--- src/rtl/rng_gen_2.sv ---
// TRNG conditioner/packer: synchronise and XOR oscillators, run a repetition-count health test, pack words.
// Define RNG_VN_DEBIAS_EN to enable von Neumann debiasing of the raw bit stream.
module rng_gen_2 #(
  parameter int unsigned NUM_OSC     = 4,
  parameter int unsigned WORD_W      = 32,
  parameter int unsigned SYNC_STAGES = 2,
  parameter int unsigned WARMUP_CYC  = 64,
  parameter int unsigned REP_LIMIT   = 32
) (
  input  logic               clk,
  input  logic               rst,
  input  logic               enable,
  input  logic [NUM_OSC-1:0] osc_in,
  output logic               osc_en,
  output logic [WORD_W-1:0]  rnd_data,
  output logic               rnd_valid,
  input  logic               rnd_ready,
  output logic               health_fail
);

  localparam int unsigned BC_W = $clog2(WORD_W + 1);
  localparam int unsigned RC_W = $clog2(REP_LIMIT + 1);
  localparam int unsigned WC_W = $clog2(WARMUP_CYC + 1);

  typedef enum logic [2:0] {S_IDLE, S_WARMUP, S_COLLECT, S_HOLD, S_FAIL} state_t;

  logic [NUM_OSC-1:0] sync_q [SYNC_STAGES];
  logic               raw_q;

  state_t            state, state_nxt;
  logic [WC_W-1:0]   warm_cnt, warm_nxt;
  logic [BC_W-1:0]   bit_cnt, bit_nxt;
  logic [RC_W-1:0]   rep_cnt, rep_nxt, rep_run;
  logic              last_bit, last_nxt;
  logic [WORD_W-1:0] word, word_nxt, data_nxt;
  logic              valid_nxt, health_nxt, osc_en_nxt;
  logic              shift_en, shift_bit;
`ifdef RNG_VN_DEBIAS_EN
  logic              vn_phase, vn_phase_nxt;
  logic              vn_first, vn_first_nxt;
`endif

  // Metastability synchroniser followed by the XOR combiner flop
  always_ff @(posedge clk) begin
    if (rst) begin
      for (int i = 0; i < int'(SYNC_STAGES); i++) sync_q[i] <= '0;
      raw_q <= 1'b0;
    end else begin
      sync_q[0] <= osc_in;
      for (int i = 1; i < int'(SYNC_STAGES); i++) sync_q[i] <= sync_q[i-1];
      raw_q <= ^sync_q[SYNC_STAGES-1];
    end
  end

  always_ff @(posedge clk) begin
    if (rst) begin
      state       <= S_IDLE;
      warm_cnt    <= '0;
      bit_cnt     <= '0;
      rep_cnt     <= '0;
      last_bit    <= 1'b0;
      word        <= '0;
      rnd_data    <= '0;
      rnd_valid   <= 1'b0;
      health_fail <= 1'b0;
      osc_en      <= 1'b0;
`ifdef RNG_VN_DEBIAS_EN
      vn_phase    <= 1'b0;
      vn_first    <= 1'b0;
`endif
    end else begin
      state       <= state_nxt;
      warm_cnt    <= warm_nxt;
      bit_cnt     <= bit_nxt;
      rep_cnt     <= rep_nxt;
      last_bit    <= last_nxt;
      word        <= word_nxt;
      rnd_data    <= data_nxt;
      rnd_valid   <= valid_nxt;
      health_fail <= health_nxt;
      osc_en      <= osc_en_nxt;
`ifdef RNG_VN_DEBIAS_EN
      vn_phase    <= vn_phase_nxt;
      vn_first    <= vn_first_nxt;
`endif
    end
  end

  always_comb begin
    state_nxt  = state;
    warm_nxt   = warm_cnt;
    bit_nxt    = bit_cnt;
    rep_nxt    = rep_cnt;
    rep_run    = rep_cnt;
    last_nxt   = last_bit;
    word_nxt   = word;
    data_nxt   = rnd_data;
    health_nxt = health_fail;
    shift_en   = 1'b0;
    shift_bit  = 1'b0;
    // Oscillator enable lags the state by one edge
    osc_en_nxt = (state == S_WARMUP) || (state == S_COLLECT) || (state == S_HOLD);
`ifdef RNG_VN_DEBIAS_EN
    vn_phase_nxt = vn_phase;
    vn_first_nxt = vn_first;
`endif

    case (state)
      S_IDLE: begin
        if (enable) begin
          state_nxt = S_WARMUP;
          warm_nxt  = '0;
        end
      end
      S_WARMUP: begin
        if (!enable) begin
          state_nxt = S_IDLE;
        end else if (warm_cnt == WC_W'(WARMUP_CYC - 1)) begin
          state_nxt = S_COLLECT;
        end else begin
          warm_nxt = warm_cnt + WC_W'(1);
        end
      end
      S_COLLECT: begin
        rep_run  = ((rep_cnt == '0) || (raw_q != last_bit)) ? RC_W'(1) : rep_cnt + RC_W'(1);
        rep_nxt  = rep_run;
        last_nxt = raw_q;
`ifdef RNG_VN_DEBIAS_EN
        if (!vn_phase) begin
          vn_phase_nxt = 1'b1;
          vn_first_nxt = raw_q;
        end else begin
          vn_phase_nxt = 1'b0;
          shift_en     = (vn_first != raw_q);
          shift_bit    = vn_first;
        end
`else
        shift_en  = 1'b1;
        shift_bit = raw_q;
`endif
        if (shift_en) begin
          word_nxt = {word[WORD_W-2:0], shift_bit};
          bit_nxt  = bit_cnt + BC_W'(1);
        end
        // Health failure outranks word completion on the same edge
        if (!enable) begin
          state_nxt = S_IDLE;
        end else if (rep_run == RC_W'(REP_LIMIT)) begin
          state_nxt  = S_FAIL;
          health_nxt = 1'b1;
        end else if (shift_en && (bit_cnt == BC_W'(WORD_W - 1))) begin
          state_nxt = S_HOLD;
          data_nxt  = word_nxt;
        end
      end
      S_HOLD: begin
        if (rnd_valid && rnd_ready) begin
          state_nxt = enable ? S_COLLECT : S_IDLE;
          bit_nxt   = '0;
        end else if (!enable) begin
          state_nxt = S_IDLE;
        end
      end
      S_FAIL: state_nxt = S_FAIL;
      default: state_nxt = S_IDLE;
    endcase

    // Run-length and pairing restart whenever collection is not continuing
    if (state_nxt != S_COLLECT) begin
      rep_nxt = '0;
`ifdef RNG_VN_DEBIAS_EN
      vn_phase_nxt = 1'b0;
`endif
    end
    if ((state_nxt != S_COLLECT) && (state_nxt != S_HOLD)) begin
      bit_nxt  = '0;
      word_nxt = '0;
    end
    valid_nxt = (state_nxt == S_HOLD);
  end

endmodule
--- config.mk ---
export PLATFORM = sky130hd
export DESIGN_NAME = rng_gen_2
export DESIGN_NICKNAME = d
export VERILOG_FILES = /design/src/rtl/rng_gen_2.sv
export SDC_FILE = /design/constraint.sdc
export NUM_CORES = 1
export LEC_CHECK = 0
export ABC_AREA = 1
export CAP_MARGIN = 30
export CORE_MARGIN = 1.5
export CORE_UTILIZATION = 33
export DETAILED_ROUTE_END_ITERATION = 8
export PLACE_DENSITY_LB_ADDON = 0.2
export SYNTH_ARGS = -nofsm -noshare
export SYNTH_HDL_FRONTEND = slang
export SYNTH_SLANG_ARGS = --single-unit
export TNS_END_PERCENT = 10
--- constraint.sdc ---
create_clock -name clk -period 2.08 [get_ports clk]
set_input_delay 0.416 -clock clk [delete_from_list [all_inputs] [get_ports clk]]
set_output_delay 0.416 -clock clk [all_outputs]
set_load 0.01 [all_outputs]
==> results.json <==
{
  "status": "finished clean",
  "ys_seq_area_frac": 0.4823,
  "core-area_um2": 12010,
  "synth.distinct_cells": 31,
  "min_period_ps": 1885,
  "cts.sinks": 98,
  "die_h_um": 114.0,
  "syn_area_per_cell_um2": 7.251,
  "dieArea_um2": 13000,
  "critPathMaxStageDelay_ps": 410,
  "synth_top_area_share": 0.4823,
  "hold_depth": 2,
  "swShare": 0.2057,
  "internal_power_w": 0.002877,
  "initial_core_util": 0.3386,
  "switchingPower_w": 0.0007451,
  "path_cells": "ha_1 -> nand3_1 -> nor3_1 -> nand3_4 -> clkbuf_16 -> nor2_1 -> nor2_1",
  "ant_nets": 0,
  "yosys.area.top_type": "dfxtp_1",
  "critPathArrivalTime_ps": 2120,
  "r2r_slack_ps": 200,
  "drt-total-wl_um": 8194,
  "path_class": "flip-flop to flip-flop",
  "crit_buf_inv": 1,
  "antenna_found_initial": 0,
  "grt_overflow_total": 0,
  "cts_tree": "yes",
  "place.gp.congestion": 0.7053,
  "rows": 40,
  "cp_slowest_cell": "dfxtp_1",
  "hold_path.startpoint": "sync_q[0][3]$_SDFF_PP0_",
  "peakVddDrop_v": 0.0003465,
  "antennaDiodeCount": 0,
  "p_total_w": 0.003622,
  "h-tree-depth": 3,
  "critPathMaxFanout": 32,
  "relSlewSlack": 0.7026,
  "fin_crit_sh": 0.9060,
  "p_leak_nw": 2.146,
  "cts_root_buf": "clkbuf_16",
  "critPathCaptureType": "flip-flop",
  "syn_area_um2": 4068,
  "drive_above_1_share": 0.08086,
  "tightest_slew_ps": 441.5,
  "clkLatencyLatePin_ps": 340,
  "comb_power_share": 0.019,
  "r2r-start": "bit_cnt[0]$_SDFFE_PP0P_",
  "numCtsBuffers": 9,
  "drcViolationCount": 0,
  "power_frac_clock": 0.458,
  "setup-tns-final_ps": 0,
  "final_common_cell": "nand2_1",
  "cp_common_cell": "nor2_1",
  "synth_cells": 561,
  "cp.required_ps": 2310,
  "crit_family": "simple AND/OR/NAND/NOR gates",
  "dpl_cell_area_um2": 4612,
  "synth_nets": 573,
  "ff2ff_path_depth": 7,
  "via_per_inst": 4.433,
  "drt_iter0_markers": 173,
  "hold_class": "flip-flop to flip-flop",
  "clock_path_buffers": 2,
  "slew_viol_final": 0,
  "start_kind": "flip-flop",
  "mostFrequentLayoutCells": "160 x nand2_1, 97 x dfxtp_1, 93 x nor2_1",
  "timing.final.hold_violations": 0,
  "pwr_density_cell_nw_per_um2": 729.2,
  "grt_start_max_net_pins": 65,
  "holdPathEnd": "sync_q[0][7]$_SDFF_PP0_",
  "design_area_um2": 4967,
  "grt_pass1_vias": 3089,
  "synth.ff_latch_count": 98,
  "r2r_end": "rnd_data[8]$_SDFFE_PP0P_",
  "final_core_util": 0.4135,
  "setup_viol": 0,
  "die_x_um": 114.0,
  "firstDrtPassIters": 5,
  "max_freq_ghz": 0.5306,
  "ios": 43,
  "io_buffers": 42,
  "skew_ps": 4.322,
  "num-fill-cells": 1239,
  "gr-usage-all-layers": 0.1312,
  "finalNetCount": 613,
  "cts_hold_buffers": 0,
  "cap_viol_max_count": 0,
  "synth_area_leaders": "dfxtp_1 48%, nand2_1 15%, nor2_1 8.6%",
  "yosys_warnings": 0,
  "rsz0062_at_grt": "false",
  "wl_per_cell_um": 10.88,
  "syn2layout_area_growth_pct": 22.12,
  "grt_pass1_wl_um": 13790,
  "hpwlAfterDp_um": 5064,
  "sequentialPowerShare": 0.523,
  "num_vias": 3338,
  "clk_pin_slew_worst_paths_ps": 70
}
[cell type report]
class	count	area [um^2]	share of cell area
Clock buffer	11	242.7	0.04887
Clock inverter	5	53.80	0.01083
Inverter	78	292.8	0.05894
Multi-Input combinational cell	363	1670	0.3363
Sequential cell	98	1963	0.3952
Tap cell	147	183.9	0.03703
Timing Repair Buffer	51	560.5	0.1128
[routing by layer]
metal / track usage / share of wire / routed length, um / up-vias
met4: 0.04750 / 0.010 / 83 / 0
met5: 0 / 0 / 0 / -
li1: - / - / - / 1792
met1: 0.1637 / 0.50 / 4098 / 1502
met2: 0.2157 / 0.46 / 3786 / 38
met3: 0.03826 / 0.027 / 225 / 6
[cell usage after synthesis (all sizes together)]
cell type	number
o22ai	1
nand3b	1
a211oi	1
nand3	15
dfxtp	98
o21bai	1
a22oi	2
xor2	4
nor2	98
buf	15
a21oi	41
o211a	1
clkbuf	7
inv	78
nand4	5
xnor2	2
o21ai	13
ha	4
nand2	162
a31oi	1
nor3	11
[how the worst max path moves through the flow]
stage	start	to	slack, ps	cells after the start
after floorplan	rep_cnt[0]$_SDFFE_PP0P_	rnd_data[8]$_SDFFE_PP0P_	380	12
after global placement	rnd_ready	bit_cnt[3]$_SDFFE_PP0P_	190	8
after detailed placement	rep_cnt[0]$_SDFFE_PP0P_	rnd_data[13]$_SDFFE_PP0P_	130	11
after CTS	rep_cnt[0]$_SDFFE_PP0P_	rnd_data[13]$_SDFFE_PP0P_	110	11
after global routing	bit_cnt[0]$_SDFFE_PP0P_	rnd_data[5]$_SDFFE_PP0P_	20	7
final	bit_cnt[0]$_SDFFE_PP0P_	rnd_data[8]$_SDFFE_PP0P_	200	7
[logic make-up (layout without fill, tap and decap cells)]
family,Yosys count,after routing,synth area share
adders and majority gates,4,4,0.01230
buffers and inverters,100,145,0.1089
and+or+nand+nor,292,292,0.3042
xor gates and xnor gates,6,6,0.01292
AOI/OAI and AO/OA,61,61,0.07936
DFF,98,98,0.4823
[state kept, by name, indices dropped and copies added, names as in the netlist, 3 cells and up]
signal / cells
bit_cnt: 6
rep_cnt: 6
rnd_data: 32
state: 3
sync_q: 8
warm_cnt: 7
word: 31
[worst min-delay path: cells and delay by family, from the launching register on]
| family | cells | cell delay [ps] |
|---|---|---|
| flops | 1 | 300 |
| simple gates | 1 | 30 |
| buf+inv | 1 | 40 |
[repair_timing]
item / 4_1_cts / 5_1_grt
buffers inserted: 0 / 0
gates resized for setup: 0 / 2
setup endpoints to repair: 0 / 32
[power groups by stage]
stage          Combinational [W]  Sequential (W)  Clock, W
2_1_floorplan          0.0000398         0.00194         0
3_3_place_gp           0.0000688         0.00194         0
3_5_place_dp           0.0000700         0.00194         0
4_1_cts                0.0000704         0.00190   0.00171
5_1_grt                0.0000769         0.00190   0.00179
6_report               0.0000684         0.00190   0.00166
[metrics by stage]
step | setup WS (ps) | hold WS (ps) | cells
final | 195.5 | 402.1 | 753
after global placement | 193.7 | 394.4 | 735
after detailed placement | 125.4 | 392.3 | 735
after CTS | 113.2 | 401.9 | 751
after global routing | 15.41 | 416.8 | 753
after floorplan | 378.5 | 388.3 | 561
(Power assumes the default switching activity.)
